`config.mk`:
```
export PLATFORM = sky130hd
export DESIGN_NAME = lfsr_msg_gen
export DESIGN_NICKNAME = d
export VERILOG_FILES = /design/src/rtl/lfsr_msg_gen.sv
export SDC_FILE = /design/constraint.sdc
export NUM_CORES = 1
export LEC_CHECK = 0
export ABC_AREA = 1
export CORE_ASPECT_RATIO = 0.8
export CORE_MARGIN = 4
export CORE_UTILIZATION = 52
export CTS_CLUSTER_DIAMETER = 40
export CTS_CLUSTER_SIZE = 10
export DETAILED_ROUTE_END_ITERATION = 10
export PLACE_DENSITY = 0.88
export SETUP_SLACK_MARGIN = 0.15
export SLEW_MARGIN = 5
export SYNTH_ARGS = -nofsm -noshare
export SYNTH_HDL_FRONTEND = slang
export SYNTH_SLANG_ARGS = --single-unit
```
`constraint.sdc`:
```
create_clock -name clk -period 3.7 [get_ports clk]
set_input_delay 0.37 -clock clk [delete_from_list [all_inputs] [get_ports clk]]
set_output_delay 0.37 -clock clk [all_outputs]
set_load 0.1 [all_outputs]
```
`src/rtl/lfsr_msg_gen.sv`:
```
// Fibonacci LFSR message generator: loads a seed, then emits one LFSR value per
// valid/ready transfer until the seed recurs or the programmed transfer limit is reached.
module lfsr_msg_gen #(
    parameter int           N      = 64,
    parameter logic [N-1:0] TAPS   = 64'h0000_0000_D800_0000,
    parameter bit           INVERT = 1'b1,
    parameter int           CNT_W  = 32
) (
    input  logic             clk,
    input  logic             rst,
    input  logic             start,
    input  logic             pause,
    input  logic             abort,
    input  logic [N-1:0]     seed,
    input  logic [CNT_W-1:0] limit,
    input  logic             out_ready,
    output logic             out_valid,
    output logic [N-1:0]     out_data,
    output logic [CNT_W-1:0] count,
    output logic             busy,
    output logic             done,
    output logic             wrapped
);

    typedef enum logic [1:0] {IDLE, RUN, PAUSED, DONE} state_t;

    localparam logic [CNT_W-1:0] CNT_ONE = CNT_W'(1);

    state_t           state, state_next;
    logic [N-1:0]     lfsr, seed_reg, nxt;
    logic [CNT_W-1:0] limit_reg, count_inc;
    logic             fb, xfer, hit_limit, hit_seed;
    logic             load, advance, bump, finish, wrap_hit;

    always_comb begin
        fb        = (^(lfsr & TAPS)) ^ INVERT;
        nxt       = {fb, lfsr[N-1:1]};
        count_inc = (count == '1) ? count : count + CNT_ONE;
        xfer      = (state == RUN) && out_ready;
        hit_limit = (limit_reg != '0) && (count_inc == limit_reg);
        hit_seed  = (nxt == seed_reg);
    end

    always_comb begin
        state_next = state;
        load       = 1'b0;
        advance    = 1'b0;
        bump       = 1'b0;
        finish     = 1'b0;
        wrap_hit   = 1'b0;
        case (state)
            IDLE: begin
                if (start) begin
                    state_next = RUN;
                    load       = 1'b1;
                end
            end
            RUN: begin
                if (xfer) begin
                    bump = 1'b1;
                    if (hit_limit) begin
                        finish = 1'b1;
                    end else if (hit_seed) begin
                        finish   = 1'b1;
                        wrap_hit = 1'b1;
                    end else begin
                        advance = 1'b1;
                    end
                end
                // Terminal condition outranks pause; a transfer in the pausing cycle still counts.
                if (finish)     state_next = DONE;
                else if (pause) state_next = PAUSED;
            end
            PAUSED: begin
                if (!pause) state_next = RUN;
            end
            DONE: begin
                state_next = DONE;
            end
            default: state_next = IDLE;
        endcase
        if (abort) begin
            state_next = IDLE;
            load       = 1'b0;
            advance    = 1'b0;
            bump       = 1'b0;
            finish     = 1'b0;
        end
    end

    always_ff @(posedge clk) begin
        if (rst) begin
            state     <= IDLE;
            lfsr      <= '0;
            seed_reg  <= '0;
            limit_reg <= '0;
            count     <= '0;
            wrapped   <= 1'b0;
        end else begin
            state <= state_next;
            if (abort) begin
                count   <= '0;
                wrapped <= 1'b0;
            end else if (load) begin
                lfsr      <= seed;
                seed_reg  <= seed;
                limit_reg <= limit;
                count     <= '0;
                wrapped   <= 1'b0;
            end else begin
                if (bump)    count   <= count_inc;
                if (advance) lfsr    <= nxt;
                if (finish)  wrapped <= wrap_hit;
            end
        end
    end

    always_comb begin
        out_valid = (state == RUN);
        out_data  = lfsr;
        busy      = (state == RUN) || (state == PAUSED);
        done      = (state == DONE);
    end

endmodule

```
==> flow_summary.toml, run 1 <==
[die]
dieWidth_um = 163
start_util = 0.539
fp-row-count = 44
dieHeight_um = 132
core_sq_mm = 0.0184
io_pins = 202
die_area_sq_mm = 0.0214

[grt]
grt_max_degree = 107
grt_pass1_wl_mm = 50.2
grtUsageTotal = 0.292
grt_pass1_vias = 9326
grt_remaining_overflow = 0
antenna_found_initial = 1

[synth]
synth_edf_count = 0
yosysWarnings = 0
syn_inst = 1452
yosysTopAreaCell = "dfxtp_1"
synth_area_sq_mm = 0.00995
synth_top_family_by_area = "simple AND/OR/NAND/NOR gates"
synth_compound_area_frac = 0.132
synth.avg_cell_area_sq_um = 6.85
synth_fa_ha_area_frac = 0.00629
synth_top_area_share = 0.393
syn-num-nets = 1559
synth.area.mux_share = 0
synthFlopType = "dfxtp_1"
synth_xor_xnor_area_share = 0.0649
synth-simple-area-share = 0.329
ys_types = 35
async_flop_share = 0
yosys-top-cells-area = "dfxtp_1, nand2_1, nor2_1, a21oi_1, o21ai_0"
synth-seq-cells = 195
synth-seq-area-share = 0.393

[detailed_routing]
drt_first_pass_iters = 6
dr_total_vias = 10400
met3_length_mm = 3.71
drt_wl_total_mm = 32.8
drc = 0
wl_met2_mm = 13.8
drt_iter0_drc = 1431
wire_per_inst_um = 17.3
m1WireLength_mm = 14.6
viasPerCell = 5.51
highest_layer = "met5"
antenna_left = 0

[critical_path]
cp.required_ps = 3970
critical_path.top_delay_family = "simple AND/OR/NAND/NOR gates"
end_kind = "register"
worst_ep_arrival_time_ps = 3590
rr_startpoint = "count[11]$_SDFFE_PP0P_"
worst_setup_path_start_kind = "register"
slowest_stage = "dfxtp_1"
crit_path_max_fanout = 32
worst-setup-path-type = "reg2reg"
r2r_cells = 18
r2r_end = "out_data[29]$_SDFFE_PP0P_"
ff2ff_setup_slack_ps = 380
cpMostUsedCell = "nand2_1"
path_cells = "nand2_1 > nor2_1 > nand2_1 > nor2_8 > nand2_8 > buf_4 > nand2_1 > xnor2_1 > nand3_1 > nor2_1 > nand2_1 > nor2_2 > nand2_1 > nand3_2 > nand2_8 > buf_6 > o21ai_1 > nor2_1"
critical_path_buf_inv_count = 2
max_stage_delay_ps = 420

[cts]
cts-root-buf = "clkbuf_16"
h-tree-depth = 4
worstSkewPairLatency_ps = 440
cts_buffer_depth = 2
tritoncts = "built"
hold_buffers = 0
cts_made_buffers = 17
cts.sinks = 195
clkTransAtPathRegs_ps = 80

[timing]
max_clock_freq_ghz = 0.301
slew_viol_final = 0
skew_ps = 20.3
rsz0062_at_grt = "no"
hold_viol_final = 0
tightest_slew_ps = 1100
slew_headroom = 0.270
setup_viol = 0
layout_min_cycle_time_ps = 3320
fin_setup_tns_ps = 0
finalCritPeriodShare = 0.898

[pwr]
irDropWorstVdd_uv = 353
p_total_w = 0.00561
powerDensity_mw_per_mm2 = 436
cellLeakagePower_nw = 5.18

[hold_path]
hold_start = "rst"
worstHoldPathType = "in2reg"
holdPathStages = 2
hold_end = "out_data[24]$_SDFFE_PP0P_"

[finish]
fill_cells = 1527
fin_nets = 1737
finalNonFillerCells = 1896
drive_gt1_frac = 0.0755
syn2layout_area_growth_pct = 29.5
antenna_cells = 0

[run_status]
outcome = "finished clean"

[flow_run]
maxCapViolCount = 0

[placed_design]
port_buffers = 201
dpl.cell_count = 1860
hpwl_mm = 23.8
routabilityCongestion = 1.01
-- final cells by class --
class / instances / area (sq um) / share of cell area
timing repair buffer: 232 / 2280 / 0.177
clock buffer: 18 / 429 / 0.0333
inverter: 110 / 413 / 0.0321
sequential: 195 / 3910 / 0.303
multi-input combinational: 1074 / 5360 / 0.416
tap: 253 / 317 / 0.0246
clock inverter: 14 / 179 / 0.0139
-- synthesized netlist by cell type (4+ instances only) --
library cell / n
nand3_2: 37
buf_2: 4
dfxtp_1: 195
nand2_1: 403
inv_1: 105
o21ai_0: 97
nor2_2: 5
a21oi_1: 113
nand4_1: 14
buf_6: 7
xnor2_1: 45
nor4_1: 13
nand3b_1: 7
clkbuf_1: 60
xor2_1: 26
nor2_1: 163
nand3_1: 83
ha_1: 5
o21ai_1: 40
-- worst max-delay path by stage --
stage                                 startpoint                        end  slack (ps)  depth (start not counted)
after floorplan            count[0]$_SDFFE_PP0P_  out_data[46]$_SDFFE_PP0P_         250                         20
after global placement     count[1]$_SDFFE_PP0P_  out_data[28]$_SDFFE_PP0P_         310                         19
after detailed placement   count[1]$_SDFFE_PP0P_  out_data[51]$_SDFFE_PP0P_         230                         19
after CTS                  count[1]$_SDFFE_PP0P_  out_data[29]$_SDFFE_PP0P_         190                         19
after global routing       count[1]$_SDFFE_PP0P_  out_data[36]$_SDFFE_PP0P_         110                         19
final                     count[11]$_SDFFE_PP0P_  out_data[29]$_SDFFE_PP0P_         380                         18
-- layout by cell type (no fill, tap or decap), types with 26 or more instances in the layout --
cell | synthesis | layout
a21oi_1 | 113 | 113
buf_4 | 0 | 29
clkdlybuf4s50_1 | 0 | 200
dfxtp_1 | 195 | 194
inv_1 | 105 | 104
nand2_1 | 403 | 403
nand3_1 | 83 | 81
nand3_2 | 37 | 38
nor2_1 | 163 | 161
o21ai_0 | 97 | 97
o21ai_1 | 40 | 40
xnor2_1 | 45 | 45
xor2_1 | 26 | 26
-- routing by layer --
| layer | vias up | global-route usage |
|---|---|---|
| met5 | - | 0 |
| met4 | 2 | 0.0764 |
| met3 | 60 | 0.0811 |
| met2 | 548 | 0.414 |
| met1 | 4773 | 0.437 |
| li1 | 5058 | - |
-- cells by family (layout without fill, tap and decap cells) --
logic type / Yosys count / in the layout
adders and majority gates: 5 / 5
DFF: 195 / 195
xor gates and xnor gates: 72 / 72
buffers and inverters: 184 / 374
AOI/OAI and AO/OA: 259 / 259
and+or+nand+nor: 737 / 738
-- where the power goes --
part | leakage (nW) | switching (W) | internal (W)
combinational | 3.29 | 0.000929 | 0.000434
clock | 0.296 | 0.000917 | 0.000976
sequential | 1.60 | 0.000138 | 0.00222
total | 5.18 | 0.00198 | 0.00363
-- per-stage QoR --
stage / hold slack [ps] / area (sq um) / util / worst slack, ps
floorplan: 445 / 9950 / - / 249
global placement: 451 / 12200 / 0.660 / 305
detailed placement: 462 / 12200 / 0.660 / 234
CTS: 264 / 12800 / 0.693 / 194
global route: 271 / 12900 / 0.698 / 114
finish: 274 / 12900 / 0.698 / 378
-- what timing repair did --
| action | CTS | global route |
|---|---|---|
| buffers inserted | 0 | 2 |
| resized for setup | 0 | 10 |
| endpoints found under the setup margin | 0 | 63 |
Note: power is estimated with default switching activity, not from simulation.
==> run 2: changes to the inputs <==
--- a/config.mk
+++ b/config.mk
@@ -14,6 +14,7 @@
 export DETAILED_ROUTE_END_ITERATION = 10
 export PLACE_DENSITY = 0.88
 export SETUP_SLACK_MARGIN = 0.15
+export SKIP_LAST_GASP = 1
 export SLEW_MARGIN = 5
 export SYNTH_ARGS = -nofsm -noshare
 export SYNTH_HDL_FRONTEND = slang
==> results of run 2 <==
Same layout as run 1: the final DEF is identical, and so are final timing and power.
